## src/rtl/cgra_lsu_arbiter_pkg.sv

```systemverilog
// cgra_lsu_pkg: shared constants and PE index type for the CGRA load/store arbiter
package cgra_lsu_pkg;
  localparam int NB_ROWS_DEF = 4;
  localparam int NB_COLS_DEF = 4;
  localparam int NB_PE       = NB_ROWS_DEF * NB_COLS_DEF;
  localparam int ADDR_W_DEF  = 12;
  localparam int PE_IDX_W    = (NB_PE > 1) ? $clog2(NB_PE) : 1;
  typedef logic [PE_IDX_W-1:0] pe_idx_t;
endpackage

```

## src/rtl/cgra_lsu_arbiter_if.sv

```systemverilog
// cgra_lsu_arbiter_if: PE-side request/response and memory-side bus of the LSU arbiter
interface cgra_lsu_arbiter_if
  import cgra_lsu_pkg::*;
#(
  parameter int NB_PE_P = NB_PE,
  parameter int ADDR_W  = ADDR_W_DEF
);
  logic [NB_PE_P-1:0]       pe_req_i;
  logic [NB_PE_P-1:0]       pe_we_i;
  logic [NB_PE_P-1:0][31:0] pe_addr_i;
  logic [NB_PE_P-1:0][31:0] pe_wdata_i;
  logic [NB_PE_P-1:0]       pe_gnt_o;
  logic [NB_PE_P-1:0]       pe_rvalid_o;
  logic [31:0]              pe_rdata_o;
  logic                     mem_req_o;
  logic                     mem_gnt_i;
  logic                     mem_we_o;
  logic [ADDR_W-1:0]        mem_addr_o;
  logic [31:0]              mem_wdata_o;
  logic [31:0]              mem_rdata_i;
  logic                     err_o;
  modport slave (
    input  pe_req_i, pe_we_i, pe_addr_i, pe_wdata_i, mem_gnt_i, mem_rdata_i,
    output pe_gnt_o, pe_rvalid_o, pe_rdata_o, mem_req_o, mem_we_o, mem_addr_o, mem_wdata_o, err_o
  );
  modport master (
    output pe_req_i, pe_we_i, pe_addr_i, pe_wdata_i, mem_gnt_i, mem_rdata_i,
    input  pe_gnt_o, pe_rvalid_o, pe_rdata_o, mem_req_o, mem_we_o, mem_addr_o, mem_wdata_o, err_o
  );
endinterface

```

## src/rtl/cgra_rr_arbiter.sv

```systemverilog
// cgra_rr_arbiter: round-robin pick starting after the last grant, frozen while the memory stalls
module cgra_rr_arbiter #(
  parameter int NB_PE = 16,
  parameter int IDX_W = 4
) (
  input  logic             clk,
  input  logic             rst,
  input  logic [NB_PE-1:0] req_i,
  input  logic             stall_i,
  input  logic             advance_i,
  output logic [NB_PE-1:0] gnt_o,
  output logic [IDX_W-1:0] idx_o,
  output logic             valid_o
);
  localparam logic [NB_PE-1:0] ONE = 1;
  logic [IDX_W-1:0] ptr_q, ptr_d, lock_idx_q, lock_idx_d, pick;
  logic             lock_q, lock_d, found;

  function automatic logic [IDX_W-1:0] wrap(input int v);
    return IDX_W'(v % NB_PE);
  endfunction

  // search upward from ptr+1 with wrap; a stalled winner stays locked until it transfers
  always_comb begin
    pick  = '0;
    found = 1'b0;
    for (int k = 0; k < NB_PE; k++)
      if (!found && req_i[wrap(int'(ptr_q) + 1 + k)]) begin
        pick  = wrap(int'(ptr_q) + 1 + k);
        found = 1'b1;
      end
    idx_o      = lock_q ? lock_idx_q : pick;
    valid_o    = lock_q | found;
    gnt_o      = valid_o ? ONE << idx_o : '0;
    ptr_d      = advance_i ? idx_o : ptr_q;
    lock_d     = stall_i;
    lock_idx_d = idx_o;
  end

  // pointer resets to the last PE so PE 0 has first priority
  always_ff @(posedge clk or posedge rst)
    if (rst) begin
      ptr_q      <= IDX_W'(NB_PE - 1);
      lock_q     <= 1'b0;
      lock_idx_q <= '0;
    end else begin
      ptr_q      <= ptr_d;
      lock_q     <= lock_d;
      lock_idx_q <= lock_idx_d;
    end
endmodule

```

## src/rtl/cgra_lsu_arbiter.sv

```systemverilog
// cgra_lsu_arbiter: shares one data-memory port among the CGRA PEs; CGRA_LSU_ADDR_CHECK_EN enables out-of-range address trapping
module cgra_lsu_arbiter
  import cgra_lsu_pkg::*;
#(
  parameter int NB_ROWS = NB_ROWS_DEF,
  parameter int NB_COLS = NB_COLS_DEF,
  parameter int ADDR_W  = ADDR_W_DEF
) (
  input logic               clk,
  input logic               rst,
  cgra_lsu_arbiter_if.slave bus
);
  localparam int N     = NB_ROWS * NB_COLS;
  localparam int IDX_W = (N > 1) ? $clog2(N) : 1;
  localparam logic [N-1:0] ONE = 1;
  logic [N-1:0]     win_oh;
  logic [IDX_W-1:0] win_idx, ridx_q, ridx_d;
  logic             win_valid, win_bad, xfer, stall;
  logic             rv_q, rv_d, zero_q, zero_d, err_q, err_d;

  cgra_rr_arbiter #(.NB_PE(N), .IDX_W(IDX_W)) u_rr (
    .clk      (clk),
    .rst      (rst),
    .req_i    (bus.pe_req_i),
    .stall_i  (stall),
    .advance_i(xfer),
    .gnt_o    (win_oh),
    .idx_o    (win_idx),
    .valid_o  (win_valid)
  );

`ifdef CGRA_LSU_ADDR_CHECK_EN
  assign win_bad = win_valid & (|bus.pe_addr_i[win_idx][31:ADDR_W]);
`else
  assign win_bad = 1'b0;
`endif

  // out-of-range requests complete locally without touching memory
  always_comb begin
    bus.mem_req_o   = win_valid & ~win_bad;
    xfer            = win_valid & (win_bad | bus.mem_gnt_i);
    stall           = win_valid & ~xfer;
    bus.pe_gnt_o    = xfer ? win_oh : '0;
    bus.mem_we_o    = bus.pe_we_i[win_idx];
    bus.mem_addr_o  = bus.pe_addr_i[win_idx][ADDR_W-1:0];
    bus.mem_wdata_o = bus.pe_wdata_i[win_idx];
    rv_d            = xfer & ~bus.pe_we_i[win_idx];
    ridx_d          = win_idx;
    zero_d          = win_bad;
    err_d           = xfer & win_bad;
    bus.pe_rvalid_o = rv_q ? ONE << ridx_q : '0;
    bus.pe_rdata_o  = (rv_q & ~zero_q) ? bus.mem_rdata_i : '0;
    bus.err_o       = err_q;
  end

  // load response slot: memory data arrives one cycle after the accepting grant
  always_ff @(posedge clk or posedge rst)
    if (rst) begin
      rv_q   <= 1'b0;
      ridx_q <= '0;
      zero_q <= 1'b0;
      err_q  <= 1'b0;
    end else begin
      rv_q   <= rv_d;
      ridx_q <= ridx_d;
      zero_q <= zero_d;
      err_q  <= err_d;
    end
endmodule
```

## src/flat_wrapper.sv

```systemverilog
// flat-port wrapper written by rule: the top's interface ports become plain ports
module cgra_lsu_arbiter_flat import cgra_lsu_pkg::*;
#(
  parameter int NB_ROWS = NB_ROWS_DEF,
  parameter int NB_COLS = NB_COLS_DEF,
  parameter int ADDR_W  = ADDR_W_DEF
)
  (clk, rst, bus_pe_req_i, bus_pe_we_i, bus_pe_addr_i, bus_pe_wdata_i, bus_mem_gnt_i, bus_mem_rdata_i, bus_pe_gnt_o, bus_pe_rvalid_o, bus_pe_rdata_o, bus_mem_req_o, bus_mem_we_o, bus_mem_addr_o, bus_mem_wdata_o, bus_err_o);
  cgra_lsu_arbiter_if #(.ADDR_W(ADDR_W)) bus_i ();
  input logic clk;
  input logic rst;
  input wire logic [$bits(bus_i.pe_req_i)-1:0] bus_pe_req_i;
  input wire logic [$bits(bus_i.pe_we_i)-1:0] bus_pe_we_i;
  input wire logic [$bits(bus_i.pe_addr_i)-1:0] bus_pe_addr_i;
  input wire logic [$bits(bus_i.pe_wdata_i)-1:0] bus_pe_wdata_i;
  input wire logic [$bits(bus_i.mem_gnt_i)-1:0] bus_mem_gnt_i;
  input wire logic [$bits(bus_i.mem_rdata_i)-1:0] bus_mem_rdata_i;
  output wire logic [$bits(bus_i.pe_gnt_o)-1:0] bus_pe_gnt_o;
  output wire logic [$bits(bus_i.pe_rvalid_o)-1:0] bus_pe_rvalid_o;
  output wire logic [$bits(bus_i.pe_rdata_o)-1:0] bus_pe_rdata_o;
  output wire logic [$bits(bus_i.mem_req_o)-1:0] bus_mem_req_o;
  output wire logic [$bits(bus_i.mem_we_o)-1:0] bus_mem_we_o;
  output wire logic [$bits(bus_i.mem_addr_o)-1:0] bus_mem_addr_o;
  output wire logic [$bits(bus_i.mem_wdata_o)-1:0] bus_mem_wdata_o;
  output wire logic [$bits(bus_i.err_o)-1:0] bus_err_o;
  assign bus_i.pe_req_i = bus_pe_req_i;
  assign bus_i.pe_we_i = bus_pe_we_i;
  assign bus_i.pe_addr_i = bus_pe_addr_i;
  assign bus_i.pe_wdata_i = bus_pe_wdata_i;
  assign bus_i.mem_gnt_i = bus_mem_gnt_i;
  assign bus_i.mem_rdata_i = bus_mem_rdata_i;
  assign bus_pe_gnt_o = bus_i.pe_gnt_o;
  assign bus_pe_rvalid_o = bus_i.pe_rvalid_o;
  assign bus_pe_rdata_o = bus_i.pe_rdata_o;
  assign bus_mem_req_o = bus_i.mem_req_o;
  assign bus_mem_we_o = bus_i.mem_we_o;
  assign bus_mem_addr_o = bus_i.mem_addr_o;
  assign bus_mem_wdata_o = bus_i.mem_wdata_o;
  assign bus_err_o = bus_i.err_o;
  cgra_lsu_arbiter #(.NB_ROWS(NB_ROWS), .NB_COLS(NB_COLS), .ADDR_W(ADDR_W)) u_core (.clk(clk), .rst(rst), .bus(bus_i));
endmodule
```

## config.mk

```make
export PLATFORM = sky130hd
export DESIGN_NAME = cgra_lsu_arbiter_flat
export DESIGN_NICKNAME = d
export VERILOG_FILES = /design/src/rtl/cgra_lsu_arbiter_pkg.sv /design/src/rtl/cgra_lsu_arbiter_if.sv /design/src/rtl/cgra_rr_arbiter.sv /design/src/rtl/cgra_lsu_arbiter.sv /design/src/flat_wrapper.sv
export SDC_FILE = /design/constraint.sdc
export NUM_CORES = 1
export LEC_CHECK = 0
export BUFFER_PORTS_ARGS = -buffer_cell sky130_fd_sc_hd__buf_2
export CORE_AREA = 2 2 470 472
export CTS_CLUSTER_DIAMETER = 30
export DETAILED_ROUTE_END_ITERATION = 10
export DIE_AREA = 0 0 472 474
export GPL_ROUTABILITY_DRIVEN = 0
export SETUP_SLACK_MARGIN = 0.4
export SKIP_CTS_REPAIR_TIMING = 1
export SLEW_MARGIN = 20
export SYNTH_ARGS = -nofsm -noshare
export SYNTH_HDL_FRONTEND = slang
export SYNTH_HIERARCHICAL = 1
export SYNTH_SLANG_ARGS = --single-unit
```

## constraint.sdc

```tcl
create_clock -name clk -period 6.8 [get_ports clk]
set_input_delay 0.34 -clock clk [delete_from_list [all_inputs] [get_ports clk]]
set_output_delay 0.34 -clock clk [all_outputs]
set_load 0.1 [all_outputs]
```

Word-level counts from Yosys, hierarchy flattened
Index checks and enable logic that the tools add are counted.
{"block": "word_totals", "elab_cells": 150, "input_bits": 1091, "regBits": 10, "out_inout_bits": 111}
{"block": "classes", "reduce_logical": 30, "bitwise": 6, "order_cmp": 17, "muxes": 75, "add_sub_neg": 16, "shift": 2}
{"cell": "binary-select mux 32 bit (select 4 bit)", "count": 2}
{"cell": "less-than comparator 4 x 5 -> 1 bit, second input constant", "count": 17}
{"cell": "binary-select mux 1 bit (select 4 bit)", "count": 17}
{"cell": "2-to-1 mux 4 bit", "count": 17}
{"cell": "2-to-1 mux 32 bit", "count": 2}
{"cell": "2-to-1 mux 16 bit", "count": 3}
{"cell": "adder 4 bit, second input constant", "count": 9}
{"cell": "2-to-1 mux 1 bit", "count": 33}
{"cell": "<< shifter 1 x 4 -> 16 bit, first input constant", "count": 2}
{"cell": "adder 4 x 3 -> 4 bit, second input constant", "count": 4}
{"cell": "logical AND 1 bit", "count": 15}
{"cell": "zero test 1 bit", "count": 15}
{"cell": "2-to-1 mux 12 bit", "count": 1}
{"cell": "adder 4 x 2 -> 4 bit, second input constant", "count": 2}
{"cell": "adder 4 x 1 -> 4 bit, second input constant", "count": 1}
{"cell": "bitwise AND 1 bit", "count": 3}
{"cell": "inverter 1 bit", "count": 2}
{"cell": "bitwise OR 1 bit", "count": 1}

Longest topological paths before layout
Gate-level depths: netlist (run 1).
{"block": "depth", "word_depth": 54, "ltp_mapped": 24, "ltp_nobuf": 16}

Hierarchy
Netlist (run 1), hierarchy kept.
{"module": "cgra_lsu_arbiter", "seq_area_each_um2": 125.1, "cells_each": 374, "area_per_inst_um2": 5994.5, "n_inst": 1}
{"module": "cgra_rr_arbiter", "seq_area_each_um2": 230.2, "cells_each": 404, "area_per_inst_um2": 3084.2, "n_inst": 1}

Worst setup path before layout (run 1)
No wires, ideal clock.
{"block": "synth_path", "kind": "flip-flop to output port", "startpoint": "register u_core.u_rr.ptr_q[0]", "endpoint": "output bus_mem_we_o", "arrival_time_ns": 6.688, "stages_incl_launch_ff": 21, "required_ns": 6.460, "slack_ns": -0.228, "path_buffers": 6, "path_cell_list": "dfstp_2 > buf_6 > buf_2 > clkinv_1 > ha_1 > buf_2 > o31ai_1 > xor2_1 > mux2i_2 > nand3_2 > or4_4 > or3_4 > a211oi_1 > nor3_2 > a21oi_1 > buf_2 > buf_2 > buf_2 > nand2b_1 > o22ai_1 > o22ai_1"}
{"block": "synth_via", "elab_chain_len": 52, "elab_cells_between_ends": 112, "classes_between": "add/sub: 16; mux: 66; reduce/logical: 30"}
{"item": "start, declared", "line_no": "cgra_rr_arbiter.sv:16", "rtl": "logic [IDX_W-1:0] ptr_q, ptr_d, lock_idx_q, lock_idx_d, pick;"}
{"item": "start signal, assigned", "line_no": "cgra_rr_arbiter.sv:43", "rtl": "ptr_q <= IDX_W'(NB_PE - 1);"}
{"item": "start signal, assigned", "line_no": "cgra_rr_arbiter.sv:47", "rtl": "ptr_q <= ptr_d;"}
{"item": "adder 4 x 1 -> 4 bit (*)", "line_no": "cgra_rr_arbiter.sv:28, cgra_rr_arbiter.sv:29"}
{"item": "branches (longest 47 deep; another with adder 4 x 2 -> 4 bit)"}
{"item": "2-to-1 mux 4 bit (*)", "line_no": "cgra_rr_arbiter.sv:28", "rtl": "if (!found && req_i[wrap(int'(ptr_q) + 1 + k)]) begin"}
{"item": "2-to-1 mux 4 bit (*)", "line_no": "cgra_rr_arbiter.sv:32", "rtl": "idx_o = lock_q ? lock_idx_q : pick;"}
{"item": "net u_core.ridx_d[1]", "line_no": "cgra_lsu_arbiter.sv:17", "rtl": "logic [IDX_W-1:0] win_idx, ridx_q, ridx_d;"}
{"item": "binary-select mux 1 bit (select 4 bit) (*)", "line_no": "cgra_lsu_arbiter.sv:44", "rtl": "bus.mem_we_o = bus.pe_we_i[win_idx];"}
{"item": "2-to-1 mux 1 bit (implied by the code) (*)", "line_no": "cgra_lsu_arbiter.sv:44"}
{"item": "end, declared", "line_no": "flat_wrapper.sv:22", "rtl": "output wire logic [$bits(bus_i.mem_we_o)-1:0] bus_mem_we_o;"}
Mark *: on every way through the listed nets, which the timed path passes. The select of a mux whose other input is x is not followed.

Worst setup path in the final report (run 1)
{"block": "layout_path", "startpoint": "register u_core.u_rr.ptr_q[0]", "endpoint": "output bus_mem_addr_o[10]"}
{"block": "layout_via", "elab_chain_len": 52, "elab_cells_between_ends": 112, "classes_between": "add/sub: 16; mux: 66; reduce/logical: 30"}
{"item": "adder 4 x 1 -> 4 bit (*)", "line_no": "cgra_rr_arbiter.sv:28, cgra_rr_arbiter.sv:29"}
{"item": "branches (longest 47 deep; another with adder 4 x 2 -> 4 bit)"}
{"item": "2-to-1 mux 4 bit (*)", "line_no": "cgra_rr_arbiter.sv:28"}
{"item": "2-to-1 mux 4 bit (*)", "line_no": "cgra_rr_arbiter.sv:32"}
{"item": "net u_core.ridx_d[1]", "line_no": "cgra_lsu_arbiter.sv:17"}
{"item": "binary-select mux 32 bit (select 4 bit) (*)", "line_no": "cgra_lsu_arbiter.sv:45", "rtl": "bus.mem_addr_o = bus.pe_addr_i[win_idx][ADDR_W-1:0];"}
{"item": "2-to-1 mux 12 bit (implied by the code) (*)", "line_no": "cgra_lsu_arbiter.sv:45"}
{"item": "end, declared", "line_no": "flat_wrapper.sv:23", "rtl": "output wire logic [$bits(bus_i.mem_addr_o)-1:0] bus_mem_addr_o;"}
Marks and branches as above.

==> results of run 1 <==
stage by stage:
stage | std cells | area (µm²) | setup slack [ps] | setup TNS [ps] | hold slack [ps]
after floorplan | 778 | 9104 | 428.0 | 0 | 118.5
after global routing | 4641 | 19210 | 319.1 | 0 | 81.42
after global placement | 4553 | 18340 | 126.3 | 0 | 442.7
after CTS | 4557 | 18420 | -306.6 | -10130 | 63.62
after detailed placement | 4553 | 18340 | 73.24 | 0 | 440.3
final | 4684 | 19320 | 431.3 | 0 | 57.43
path summary, 6_finish.rpt:
check	start	to	slack, ps	cells after the start
setup reg to reg	u_core/u_rr/ptr_q[0]	u_core/rv_q	1320	20
hold / removal	rst	u_core/u_rr/lock_idx_q[0]	60	2
hold reg to reg	u_core/u_rr/ptr_q[1]	u_core/u_rr/ptr_q[1]	680	1
setup / recovery	u_core/u_rr/ptr_q[0]	bus_mem_addr_o[10]	430	21
max in group asynchronous	rst	u_core/rv_q	6280	2
min in group clk	bus_mem_gnt_i	u_core/u_rr/lock_q	510	2
synthesized netlist by cell type (10+ instances only):
library cell,count
a21oi_1,23
and2_1,48
and3_1,17
buf_1,10
buf_2,25
buf_6,13
clkbuf_1,25
dfrtp_1,10
inv_1,14
mux2_2,23
mux2i_1,25
mux4_2,237
nand2_1,47
nand3_1,10
nor2_1,45
nor3_1,23
o21ai_0,31
cells by family (layout without fill, tap and decap cells):
group	count (synthesis)	after routing
buffers and inverters	94	1032
and+or+nand+nor	233	233
other	1	98
muxes	287	287
AOI/OAI and AO/OA	133	133
adders and majority gates	2	2
xor gates and xnor gates	14	14
DFF	14	14
cell type report:
| type | instances | share of cell area (%) |
|---|---|---|
| diodes | 97 | 1.256 |
| clock buffers | 4 | 0.4598 |
| inverters | 16 | 0.3238 |
| multi-input cells | 670 | 44.04 |
| flip-flops and latches | 14 | 1.846 |
| repair buffers | 1012 | 33.48 |
| well taps | 2871 | 18.59 |
per-layer routing:
metal	global-route usage (%)	wire (µm)	vias to the layer above
li1	-	-	5311
met2	13.91	47110	1127
met4	5.190	8376	46
met5	0	303	-
met1	9.782	39980	6365
met3	5.007	14560	296
worst register-to-register path, stage by stage (launching register included):
cell,delay [ps]
dfstp_2,600
buf_12,120
buf_12,140
mux2_2,380
mux4_2,520
buf_4,170
o21ai_0,530
buf_4,300
nand3_1,110
o41ai_1,80
a21oi_1,150
a211oi_4,280
buf_4,190
nor3_4,50
a21oi_4,150
buf_6,120
buf_12,160
buf_4,230
mux4_2,520
o22ai_1,260
o221a_2,330
registers in the layout, indices dropped and copies added, names as in the netlist:
name,flops
u_core/ridx_q,4
u_core/u_rr/lock_idx_q,4
u_core/rv_q,1
u_core/u_rr/lock_q,1
u_core/u_rr/ptr_q,4
==> results by group, run 1 <==
Status
  – Status: complete, no violations

Cells and area
  – Commonest non-fill, non-tap cell in the layout: buf_2
  – Multi-input gate area: 8508 µm²
  – Most frequent cells in the layout: buf_2, mux4_2, buf_4, buf_12
  – Synth-to-layout area growth: 112.8%
  – Layout cells sized above 1: 77.97%
  – Fillers: 25.43k
  – Utilization after layout: 8.836%
  – Final net count: 2810
  – FF/Latch Area: 356.6 µm²

Synth
  – Unique masters post-synth: 80
  – Syn Nets: 1871
  – Mapped cell area: 9079 µm²
  – Top_reg_cell synth: dfrtp_1
  – Synth Area in XOR/XNOR: 1.833%
  – Largest cells by area after synthesis: mux4_2, and2_1, mux2_2
  – Yosys top cell by area: mux4_2
  – Asr flop ratio synth: 100.0%
  – Area share of the largest cell type after synthesis: 58.79%
  – EDFF count, synth: 0
  – Synth warn: 6
  – Mux cell area share after synthesis: 64.72%
  – Post-synthesis compound-gate area fraction: 10.03%
  – Seq cells post-synth: 14
  – Largest family of logic cells by synthesized area: multiplexers
  – Post-synthesis cell count: 778
  – Sequential area share after synthesis: 3.914%
  – Synthesized area per cell: 11.67 µm²
  – Simple-gate share of the synthesized area: 13.70%
  – Adder-cell share of the synthesized area: 0.2756%

Worst setup path
  – Crit path max-delay family: multiplexers
  – CP max FO: 10
  – Critical path, cell by cell: inv_2 > ha_4 > mux4_2 > nor3_2 > o211ai_1 > nand2_1 > a31oi_1 > buf_4 > or4_4 > or3_4 > a2111oi_4 > a211oi_4 > nor3_4 > a21oi_4 > buf_6 > buf_12 > clkbuf_16 > buf_12 > mux4_2 > mux4_2 > clkbuf_4
  – WS Path Type: reg2out
  – Startpoint types: flip-flop
  – Critical path required time: 6460 ps
  – CP endpoint kind: output pin
  – CP max-delay cell: dfstp_2
  – Buffer and inverter count on the worst path: 7
  – CP Data Arrival Time: 6030 ps
  – Crit-path most repeated cell: mux4_2
  – Crit-path max cell delay: 600 ps

STA
  – Setup violators final: 0
  – Worst Tran Pin Value: 1167 ps
  – Worst slew margin: 22.22%
  – Max Slew Vio Count: 0
  – RSZ-0062 raised after global routing: true
  – Clk_skew: 21.56 ps
  – Crit path time final: 6369 ps
  – Fin crit share: 93.66%
  – Fin. Hold Viols: 0
  – F_max: 157.0 MHz

Detailed routing
  – Iter 0 DRT Violations: 1030
  – Pre-antenna DRT Iters: 5
  – Routed wire per std cell: 23.55 µm
  – Post-Route WL: 110.3 mm
  – Detail Route Antenna Nets: 0
  – Vias: 13.15k
  – Via/cell ratio: 2.806
  – Drt drc: 0

Global routing
  – Pin count of the biggest net entering global routing: 52
  – Gr usage total: 9.050%
  – Initial antenna violation count: 118
  – Vias in the first global route: 12.70k
  – Total congestion overflow: 0
  – First-pass GRT wire length: 130.1 mm

Floorplan
  – DIE AREA: 223700 µm²
  – Core area: 218700 µm²
  – Initial core utilization: 4.152%
  – Die W: 472 µm
  – # IOs: 1202
  – Die outline height: 474 µm
  – Row Count: 172

CTS
  – Clock tree sinks: 14
  – H-Tree Depth: 1
  – CTS tree: built
  – Num CTS Buffers: 3
  – Maximum clock path buffer count: 2
  – Clk slew on worst S/H paths: 100 ps
  – Worst-skew pair later-pin latency: 320 ps
  – Clock tree root driver cell: clkbuf_16

Place
  – DP Wirelength: 98.13 mm
  – I/O Buffers: 880

Worst hold path
  – HP Class: in2async

Flow run
  – Max-cap violations: 0
Power of run 1 is left out: the tool's default activity adds up to more than one toggle a clock period on the data nets, which glitch-free logic cannot reach.
==> run 2, diff against run 1 <==
Settings changed: MAX_ROUTING_LAYER from default to met4.
==> run 2 against run 1 <==
  * Utilization grew 0.11 points
  * Clock-buffer cell count is the same
  * First-iteration DRC count shrank 0.78%
  * Fmax shrank 0.12%
  * Largest cell class unchanged
==> results by group, run 2 (synthesized netlist as in run 1, its figures left out) <==
Status
  – Status: complete, no violations

Global routing
  – Met3 GRT Util: 4.959%
  – GRT met1 Usage: 9.782%
  – Global Route met2 Usage: 13.77%
  – Vias in the first global route: 12.70k
  – Initial antenna violation count: 119
  – Total congestion overflow: 0
  – First-pass GRT wire length: 130.0 mm
  – Top Usage Layer GRT: met2
  – Pin count of the biggest net entering global routing: 52
  – Gr usage total: 9.304%

Detailed routing
  – Pre-antenna DRT Iters: 5
  – Post-Route WL: 109.5 mm
  – Vias: 13.17k
  – Iter 0 DRT Violations: 1022
  – Drt drc: 0
  – Via/cell ratio: 2.746
  – Detail Route Antenna Nets: 0
  – Routed wire per std cell: 22.82 µm

Cells and area
  – Synth-to-layout area growth: 115.5%
  – Fillers: 25.40k
  – Layout cells sized above 1: 77.95%
  – Commonest non-fill, non-tap cell in the layout: buf_2
  – Utilization after layout: 8.946%
  – Most frequent cells in the layout: buf_2, mux4_2, buf_4, buf_12
  – Final net count: 2808
  – Top flop regs: u_core/ridx_q (4), u_core/u_rr/lock_idx_q (4), u_core/u_rr/ptr_q (4)

Worst setup path
  – Reg-to-reg startpoint: u_core/u_rr/ptr_q[0]
  – Startpoint types: flip-flop
  – WS Path Type: reg2out
  – Critical path required time: 6460 ps
  – Worst Setup SP: u_core/u_rr/ptr_q[0]
  – CP endpoint kind: output pin
  – CP Data Arrival Time: 6040 ps
  – CP max FO: 10

STA
  – Clk_skew: 20.48 ps
  – Final worst setup slack: 423.5 ps
  – Fin crit share: 93.77%
  – F_max: 156.8 MHz
  – Worst slew margin: 29.89%
  – Crit path time final: 6376 ps
  – RSZ-0062 raised after global routing: true
  – Worst hold margin: 59.18 ps
  – Max Slew Vio Count: 0
  – Setup violators final: 0
  – Worst Tran Pin Value: 1052 ps
  – Fin. Hold Viols: 0

CTS
  – Clock tree root driver cell: clkbuf_16
  – Maximum clock path buffer count: 2
  – Clk slew on worst S/H paths: 110 ps
  – Worst-skew pair later-pin latency: 320 ps
  – H-Tree Depth: 1
  – Num CTS Buffers: 3
  – Clock tree sinks: 14
  – CTS tree: built

Floorplan
  – Initial core utilization: 4.152%
  – Die W: 472 µm
  – Row Count: 172
  – Core area: 218700 µm²
  – Die outline height: 474 µm
  – # IOs: 1202
  – DIE AREA: 223700 µm²

Place
  – I/O Buffers: 880
  – DP Wirelength: 98.13 mm
  – Setup Slack @ Placement: 73.24 ps

Worst hold path
  – HP Class: in2async

Flow run
  – Max-cap violations: 0
[run 2: final cells by class]
type	count	area, µm²	share of cell area [%]
clock buffer	4	88.84	0.4541
inverter	16	62.56	0.3198
tap	2871	3592	18.36
sequential	14	356.6	1.823
timing repair buffer	1010	6419	32.81
antenna	212	530.5	2.712
multi-input combinational	670	8512	43.51
[run 2: final timing paths]
check                                       endpoint  slack (ps)  depth (start not counted)
setup reg to reg                         u_core/rv_q        1300                         20
setup / recovery                  bus_mem_addr_o[10]         420                         21
hold / removal             u_core/u_rr/lock_idx_q[0]          60                          2
min in group clk                  u_core/u_rr/lock_q         510                          2
hold reg to reg                 u_core/u_rr/ptr_q[1]         680                          1
max in group asynchronous                u_core/rv_q        6270                          2
[run 2: metal layers]
layer	share of wire (%)	wire length, µm
met4	7.3	7952
met1	37	40840
met3	12	13510
met2	43	47190
met5	0	0
[run 2: through the flow]
step / setup TNS [ps] / instance area, µm² / instances
6_report: 0 / 19560 / 4797
4_1_cts: -10130 / 18420 / 4557
3_5_place_dp: 0 / 18340 / 4553
2_1_floorplan: 0 / 9104 / 778
5_1_grt: 0 / 19510 / 4775
3_3_place_gp: 0 / 18340 / 4553
[run 2: critical path, stage by stage, from the launching register on]
cell and delay (ps):
dfstp_2 610, inv_2 70, ha_4 360, mux4_2 600, nor3_2 180, o211ai_1 90, nand2_1 100, a31oi_1 50
buf_4 170, or4_4 450, or3_4 430, a2111oi_4 350, a211oi_4 110, nor3_4 200, a21oi_4 50, buf_6 140
buf_12 140, clkbuf_16 250, buf_12 140, mux4_2 290, mux4_2 510, buf_2 320
Power of run 2 is left out for the same reason.
